===== src/rtl/window_stack_regfile.sv =====
`default_nettype none
// +----------------------------------------------------------------------------+
// | window_stack_regfile                                                        |
// | Windowed register file with circular storage and spill/fill to a stack.     |
// | Revision: 1.0                                                               |
// +----------------------------------------------------------------------------+
module window_stack_regfile #(
  parameter int DATA_W  = 16,
  parameter int ADDR_W  = 2,
  parameter int STRIDE  = 2,
  parameter int NUM_WIN = 4,
  parameter int DEPTH_W = 8
) (
  input  logic                       clk,
  input  logic                       rst,
  input  logic [ADDR_W-1:0]          ReadReg1,
  input  logic [ADDR_W-1:0]          ReadReg2,
  output logic [DATA_W-1:0]          ReadData1,
  output logic [DATA_W-1:0]          ReadData2,
  input  logic                       WriteDataEnable,
  input  logic [ADDR_W-1:0]          WriteReg,
  input  logic [DATA_W-1:0]          WriteData,
  input  logic                       call,
  input  logic                       ret,
  output logic                       busy,
  output logic [$clog2(NUM_WIN)-1:0] cwp,
  output logic [DEPTH_W-1:0]         depth,
  output logic                       spill_valid,
  input  logic                       spill_ready,
  output logic [DATA_W-1:0]          spill_data,
  input  logic                       fill_valid,
  output logic                       fill_ready,
  input  logic [DATA_W-1:0]          fill_data,
  output logic                       err_ovf,
  output logic                       err_unf
);

  localparam int c_P      = NUM_WIN * STRIDE;
  localparam int c_CWP_W  = $clog2(NUM_WIN);
  localparam int c_PHYS_W = $clog2(c_P);
  localparam int c_SUM_W  = $clog2(2 * c_P) + 1;
  localparam int c_BEAT_W = (STRIDE > 1) ? $clog2(STRIDE) : 1;
  localparam int c_WRAP_W = c_CWP_W + 2;

  localparam logic [c_CWP_W-1:0]  c_RES_MAX   = c_CWP_W'(NUM_WIN - 1);
  localparam logic [c_CWP_W-1:0]  c_RES_ONE   = c_CWP_W'(1);
  localparam logic [DEPTH_W-1:0]  c_DEPTH_MAX = {DEPTH_W{1'b1}};
  localparam logic [c_BEAT_W-1:0] c_BEAT_LAST = c_BEAT_W'(STRIDE - 1);

  localparam logic [1:0] c_IDLE  = 2'd0;
  localparam logic [1:0] c_SPILL = 2'd1;
  localparam logic [1:0] c_FILL  = 2'd2;

  logic [DATA_W-1:0]   r_regs [c_P];
  logic [1:0]          r_state;
  logic [1:0]          w_state_nxt;
  logic [c_CWP_W-1:0]  r_res;
  logic [c_CWP_W-1:0]  r_xwin;
  logic [c_BEAT_W-1:0] r_beat;

  // Sum is always below 2*P, so one conditional subtract gives the modulo.
  function automatic logic [c_PHYS_W-1:0] f_phys(input logic [c_CWP_W-1:0] win,
                                                 input logic [c_SUM_W-1:0] off);
    logic [c_SUM_W-1:0] s;
    s = c_SUM_W'(win) * c_SUM_W'(STRIDE) + off;
    if (s >= c_SUM_W'(c_P)) s = s - c_SUM_W'(c_P);
    return c_PHYS_W'(s);
  endfunction

  logic [c_CWP_W-1:0]  w_cwp_inc;
  logic [c_CWP_W-1:0]  w_cwp_dec;
  logic [c_WRAP_W-1:0] w_fwd2;
  logic [c_CWP_W-1:0]  w_oldest;

  assign w_cwp_inc = (cwp == c_RES_MAX) ? '0 : cwp + c_CWP_W'(1);
  assign w_cwp_dec = (cwp == '0) ? c_RES_MAX : cwp - c_CWP_W'(1);
  // Spilling only happens with res = NUM_WIN-1, so oldest = cwp - res + 1 = cwp + 2.
  assign w_fwd2    = c_WRAP_W'(cwp) + c_WRAP_W'(2);
  assign w_oldest  = (w_fwd2 >= c_WRAP_W'(NUM_WIN)) ? c_CWP_W'(w_fwd2 - c_WRAP_W'(NUM_WIN))
                                                    : c_CWP_W'(w_fwd2);

  logic w_call_go;
  logic w_ret_go;
  logic w_spill_req;
  logic w_fill_req;

  assign w_call_go   = (r_state == c_IDLE) && call && !ret && (depth != c_DEPTH_MAX);
  assign w_ret_go    = (r_state == c_IDLE) && ret && !call && (depth != '0);
  assign w_spill_req = w_call_go && (r_res == c_RES_MAX);
  assign w_fill_req  = w_ret_go && (r_res == c_RES_ONE);

  logic [c_PHYS_W-1:0] w_xfer_phys;
  assign w_xfer_phys = f_phys(r_xwin, c_SUM_W'(r_beat));

  // Single write port shared by normal writes and fill beats; reads bypass from it.
  logic                w_wr_en;
  logic [c_PHYS_W-1:0] w_wr_addr;
  logic [DATA_W-1:0]   w_wr_data;

  assign w_wr_en   = ((r_state == c_IDLE) && WriteDataEnable) ||
                     ((r_state == c_FILL) && fill_valid);
  assign w_wr_addr = (r_state == c_FILL) ? w_xfer_phys : f_phys(cwp, c_SUM_W'(WriteReg));
  assign w_wr_data = (r_state == c_FILL) ? fill_data : WriteData;

  logic [c_PHYS_W-1:0] w_rd1_phys;
  logic [c_PHYS_W-1:0] w_rd2_phys;
  logic [DATA_W-1:0]   w_rd1;
  logic [DATA_W-1:0]   w_rd2;

  assign w_rd1_phys = f_phys(cwp, c_SUM_W'(ReadReg1));
  assign w_rd2_phys = f_phys(cwp, c_SUM_W'(ReadReg2));
  assign w_rd1 = (w_wr_en && (w_wr_addr == w_rd1_phys)) ? w_wr_data : r_regs[w_rd1_phys];
  assign w_rd2 = (w_wr_en && (w_wr_addr == w_rd2_phys)) ? w_wr_data : r_regs[w_rd2_phys];

  always_ff @(posedge clk) begin
    if (rst) r_state <= c_IDLE;
    else     r_state <= w_state_nxt;
  end

  always_comb begin
    w_state_nxt = r_state;
    case (r_state)
      c_IDLE: begin
        if (w_spill_req)     w_state_nxt = c_SPILL;
        else if (w_fill_req) w_state_nxt = c_FILL;
      end
      c_SPILL: if (spill_ready && (r_beat == c_BEAT_LAST)) w_state_nxt = c_IDLE;
      c_FILL:  if (fill_valid && (r_beat == '0))           w_state_nxt = c_IDLE;
      default: w_state_nxt = c_IDLE;
    endcase
  end

  always_comb begin
    busy        = (r_state != c_IDLE);
    spill_valid = (r_state == c_SPILL);
    fill_ready  = (r_state == c_FILL);
    spill_data  = (r_state == c_SPILL) ? r_regs[w_xfer_phys] : '0;
  end

  always_ff @(posedge clk) begin
    if (rst) begin
      cwp       <= '0;
      r_res     <= c_RES_ONE;
      depth     <= '0;
      r_xwin    <= '0;
      r_beat    <= '0;
      err_ovf   <= 1'b0;
      err_unf   <= 1'b0;
      ReadData1 <= '0;
      ReadData2 <= '0;
      for (int i = 0; i < c_P; i++) r_regs[i] <= '0;
    end else begin
      err_ovf   <= 1'b0;
      err_unf   <= 1'b0;
      ReadData1 <= w_rd1;
      ReadData2 <= w_rd2;
      if (w_wr_en) r_regs[w_wr_addr] <= w_wr_data;
      case (r_state)
        c_IDLE: begin
          if (call && !ret) begin
            if (depth == c_DEPTH_MAX) begin
              err_ovf <= 1'b1;
            end else if (r_res != c_RES_MAX) begin
              cwp   <= w_cwp_inc;
              r_res <= r_res + c_CWP_W'(1);
              depth <= depth + DEPTH_W'(1);
            end else begin
              r_xwin <= w_oldest;
              r_beat <= '0;
            end
          end else if (ret && !call) begin
            if (depth == '0) begin
              err_unf <= 1'b1;
            end else if (r_res != c_RES_ONE) begin
              cwp   <= w_cwp_dec;
              r_res <= r_res - c_CWP_W'(1);
              depth <= depth - DEPTH_W'(1);
            end else begin
              r_xwin <= w_cwp_dec;
              r_beat <= c_BEAT_LAST;
            end
          end
        end
        c_SPILL: begin
          if (spill_ready) begin
            if (r_beat == c_BEAT_LAST) begin
              cwp   <= w_cwp_inc;
              depth <= depth + DEPTH_W'(1);
            end else begin
              r_beat <= r_beat + c_BEAT_W'(1);
            end
          end
        end
        c_FILL: begin
          if (fill_valid) begin
            if (r_beat == '0) begin
              cwp   <= w_cwp_dec;
              depth <= depth - DEPTH_W'(1);
            end else begin
              r_beat <= r_beat - c_BEAT_W'(1);
            end
          end
        end
        default: ;
      endcase
    end
  end

endmodule
`default_nettype wire


===== config.mk =====
export PLATFORM = sky130hd
export DESIGN_NAME = window_stack_regfile
export DESIGN_NICKNAME = d
export VERILOG_FILES = /design/src/rtl/window_stack_regfile.sv
export SDC_FILE = /design/constraint.sdc
export NUM_CORES = 1
export LEC_CHECK = 0
export CORE_UTILIZATION = 54
export CTS_BUF_LIST = sky130_fd_sc_hd__clkbuf_4 sky130_fd_sc_hd__clkbuf_8
export CTS_CLUSTER_SIZE = 16
export DETAILED_ROUTE_END_ITERATION = 8
export GPL_TIMING_DRIVEN = 0
export PLACE_DENSITY = 0.8
export SLEW_MARGIN = 30
export SYNTH_ARGS = -nofsm -noshare
export SYNTH_HDL_FRONTEND = slang
export SYNTH_SLANG_ARGS = --single-unit

===== constraint.sdc =====
create_clock -name clk -period 3.2 [get_ports clk]
set_clock_uncertainty 0.2 [all_clocks]
set_input_delay 0.64 -clock clk [delete_from_list [all_inputs] [get_ports clk]]
set_output_delay 0.64 -clock clk [all_outputs]
set_load 0.005 [all_outputs]

# Yosys cells after proc, flatten, opt, wreduce, memory -nomap -nowiden
# Memories as Yosys holds them, arrays and structs flattened. A register that Yosys moved wholly into a read port is not among the register bits.
# Index checks and enable logic that the tools add are counted.
# op_classes
n_addsub,18
order_cmp,5
eq_ne,28
n_mux,70
bitwise,4
reduce_logical,33
# ops
cell,count
$mux W8,10
$mux W2,29
$mux W16,3
$pmux W8 S3,1
$mux W1,18
$mux W3,6
$ge A4 B4 Y1 const B,4
$reduce_or A16 Y1,1
$ne A3 B3 Y1 const B,5
$logic_and A1 B1 Y1,14
$ne A2 B2 Y1 const B,7
$add A3 B2 Y4,3
$ne A2 B1 Y1 const B,6
$pmux W2 S3,2
$reduce_and A6 Y1,2
$sub A3 B1 Y3 const B,4
$reduce_and A10 Y1,1
$add A8 B1 Y8 const B,1
$eq A8 B8 Y1 const B,1
$logic_not A8 Y1,1
$ne A8 B8 Y1 const B,1
$reduce_and A8 Y1,1
$reduce_bool A8 Y1,1
$sub A8 B1 Y8 const B,1
other kinds (21),35
# word_totals
register_bits,19
ramBits,128
out_inout_bits,63
wordCells,167
mem_count,1
# mem_list
name,words,word_bits,rd,rd_ports_with_merged_regs,wr,line,source
r_regs,8,16,3,2,8,54,logic [DATA_W-1:0] r_regs [c_P];

# Logic depth before layout (Yosys ltp)
# depth
depth_word,8
mapped_depth,9
mapped_depth_nobuf,7

# Worst setup path before layout
# OpenSTA, ideal clock, no wires.
# synth_path
path_type,flip-flop to flip-flop
from,register r_state[0]
to,memory r_regs[0][0] (enable)
setup_time_ps,372
arrival_time_ps,2436
setup_slack_ps,192
stages_incl_launch_ff,9
path_cell_list,dfxtp_1 -> inv_1 -> ha_1 -> buf_2 -> mux2i_1 -> nor3b_1 -> nand3_1 -> clkbuf_1 -> nand2_1
# synth_rtl
element,line,source
start: declaration,55,logic [1:0] r_state;
start signal: assignment,116,if (rst) r_state <= c_IDLE;
start signal: assignment,117,else r_state <= w_state_nxt;
end: declaration,54,

# Worst setup path after layout
# layout_path
from,input port ReadReg1[1]
to,register ReadData1[12] (read register of r_regs)
# layout_between
elab_chain_len,3
elab_cells_between_ends,4
cone_classes,2 x add/sub; 1 x order compare; 1 x mux
# layout_rtl
element,line,source
start: declaration,16,"input logic [ADDR_W-1:0] ReadReg1,"
$add A3 B2 Y4 *,65,s = c_SUM_W'(win) * c_SUM_W'(STRIDE) + off;
$ge A4 B4 Y1 or $sub A3 B1 Y3 (tied branches),66,if (s >= c_SUM_W'(c_P)) s = s - c_SUM_W'(c_P);
$mux W3 *,66,
end: declaration,18,"output logic [DATA_W-1:0] ReadData1,"
# Every way passes the cells marked *; elsewhere a longest branch is shown, timed or not.
# A chain may end at the register's enable or synchronous reset.

==> out/metrics.cfg <==
[route]
drt-initial-drc-count = 1536
postRouteAntennaNets = 0
dr_wl_met2_um = 15230
avgViaCountPerCell = 7.130
vias = 8477
dr.max_layer_used = met4
wl_met3_um = 4646
routedLengthMet1_um = 11270
routed_wl_um = 33280
drt_first_pass_iters = 6
drc_errors = 0
wl_per_cell_um = 27.99

[outcome]
violations = setup timing
outcome = finished with violations

[finish]
diodes = 0
final_nets = 1003
finalInstanceArea_um2 = 12710
fin_cells = 1189
layout-drive-gt1-share_pct = 25.13
num-fill-cells = 1266
synthToLayoutAreaGrowth_pct = 23.26

[yosys]
yosys.cell_count.top_type = nor2_1
synth_area_leaders = edfxtp_1 (37%), mux4_2 (21%), dfxtp_1 (9.9%)
async_reset_ff_share_pct = 0
syn_area_um2 = 10310
synth_nets = 872
synth_ff_type = edfxtp_1
synth_top_area_share_pct = 37.28
ys_seq_area_share_pct = 47.18
synth_seq_cells = 179
synth.avg_cell_area_um2 = 12.71
synth_cell_types = 56
yosysWarnings = 0
synth_area_leader_cell = edfxtp_1
synth_edf_count = 128
netlist_instances = 811
synth_common_cells = nor2_1 (139), edfxtp_1 (128), mux4_2 (96), a211oi_1 (65)

[setup_path]
crit_path_start_kind = input pin
endpoint = ReadData1[12]
crit_start = ReadReg1[1]
endpoint_kind = register
critPathMaxFanout = 10
arrival_ns = 3.34
worstSetupPathType = in -> reg
reg2reg_depth = 8
cp.required_ns = 3.30
worstReg2RegStart = r_state[0]
r2r_slack_ns = 0.02
rr_endpoint = r_regs[0][2]

[place]
post_dp_cell_area_um2 = 11650
gp_congestion = 0.9078
io_buffer_count = 104
dp_slack_ns = -1.215
dp_cells = 1149
dp_hpwl_um = 20750

[min_path]
worstHoldPathType = reg -> reg
hp-start = r_res[1]

[clock_network]
clk_path_buf_depth = 2
numCtsBuffers = 17
cts_tree = built
clk_pin_slew_ns = 0.10
clock_latency_ns = 0.47
htreeDepth = 4
cts.sinks = 179
postCtsHoldBufs = 0
ctsRootBufferMaster = clkbuf_8

[timing]
drv_slew = 0
fmax_mhz = 308.0
rsz0062_at_grt = yes
final.min_clock_period_ns = 3.247
tightestPinTransition_ns = 1.029
min_period_over_period_pct = 101.5
fin_ws_ns = -0.04656
relSlewSlack_pct = 29.44
setup_viol = 2
final_hold_viol_count = 0

[die]
start_util_pct = 55.12
core_area_um2 = 18710
num_io_pins = 108
rows = 50
die_y_um = 140.2
die-area_um2 = 19650
dieWidth_um = 140.2

[power]
vdd_drop_max_mv = 0.4672
p_leak_nw = 4.542
power_mw = 10.63
power.density_nw_per_um2 = 836.6

[grt]
antenna_found_initial = 0
grt_start_max_net_pins = 17
grt_pass1_vias = 8152
track_usage_pct = 34.19
overflow = 0
grt_pass1_wl_um = 48230

[run]
drv_cap = 0

[worst min-delay path by stage]
| stage | end | slack [ns] | depth (start not counted) |
|---|---|---|---|
| after floorplan | r_res[1] | 0.29 | 2 |
| after global placement | r_res[1] | 0.30 | 2 |
| after detailed placement | r_res[0] | 0.33 | 2 |
| after CTS | depth[7] | 0.35 | 1 |
| after global routing | depth[7] | 0.36 | 1 |
| final | r_res[1] | 0.35 | 2 |
[placed cells by master, fill, tap and decap left out, drive strengths merged, types with 12 or more instances in the layout]
master	instances
nor2	139
edfxtp	128
mux4	96
clkdlybuf4s50	90
a211oi	67
clkbuf	53
nor2b	51
dfxtp	51
mux2i	40
buf	40
inv	22
ha	16
nand2	16
nand3	14
a21oi	13
dlymetal6s2s	12
[layout make-up]
cell class | count | area (um2) | share of cell area, %
clock inverters | 13 | 150.1 | 1.181
inverters | 17 | 63.81 | 0.5021
well taps | 234 | 292.8 | 2.304
clock buffers | 19 | 249.0 | 1.959
repair buffers | 115 | 1201 | 9.451
plain buffers | 63 | 424.2 | 3.337
multi-input cells | 549 | 5459 | 42.95
flip-flops and latches | 179 | 4870 | 38.31
[stage by stage]
step / setup TNS (ns) / utilization, % / hold slack [ns]
floorplan: 0 / - / 0.2941
detailed placement: -172.48 / 62.27 / 0.3347
CTS: -13.63 / 66.42 / 0.3466
global route: -0.5583 / 67.95 / 0.3598
global placement: -159.41 / 62.25 / 0.3049
finish: -0.05855 / 67.95 / 0.3482
[critical path: stages]
cell	delay, ns
clkdlybuf4s50_1	0.45
ha_1	0.30
clkbuf_1	0.29
clkbuf_1	0.68
mux4_2	0.47
a211oi_1	0.37
a211oi_1	0.13
[cell families (layout without fill, tap and decap cells)]
logic type               Yosys count  after routing  synth area share [%]
multiplexers                     138            138                 25.07
AND/OR/NAND/NOR                  251            251                 11.41
XOR/XNOR                          11             11                0.9343
flip-flops                       179            179                 47.18
AO/OA/AOI/OAI                    133            133                 10.01
adder cells (fa/ha/maj)           16             16                 1.941
buffers and inverters             83            227                 3.458
[sequential cells by signal (all words and copies together) (netlist names)]
signal	count
ReadData1	16
ReadData2	16
cwp	2
depth	8
err_ovf	1
err_unf	1
r_beat	1
r_regs	128
r_res	2
r_state	2
r_xwin	2
[metal layers]
metal	vias up	global-route usage (%)
met4	0	18.97
met2	854	54.26
met5	-	0
met1	4039	43.54
li1	3424	-
met3	160	8.103
[timing repair]
action / 4_1_cts / 5_1_grt
setup endpoints to repair: 277 / 264
setup buffers: 6 / 3
resized for setup: 88 / 72
cloned: 1 / 1
pin swaps: 0 / 1
[power by group]
part	internal [mW]	switching, mW	total (mW)	leakage (nW)
clock network	0.727	0.884	1.61	0.199
logic	2.51	3.22	5.72	2.60
registers	2.96	0.340	3.30	1.75
total	6.19	4.44	10.6	4.54
No activity file was read; power rests on OpenSTA's default activity.
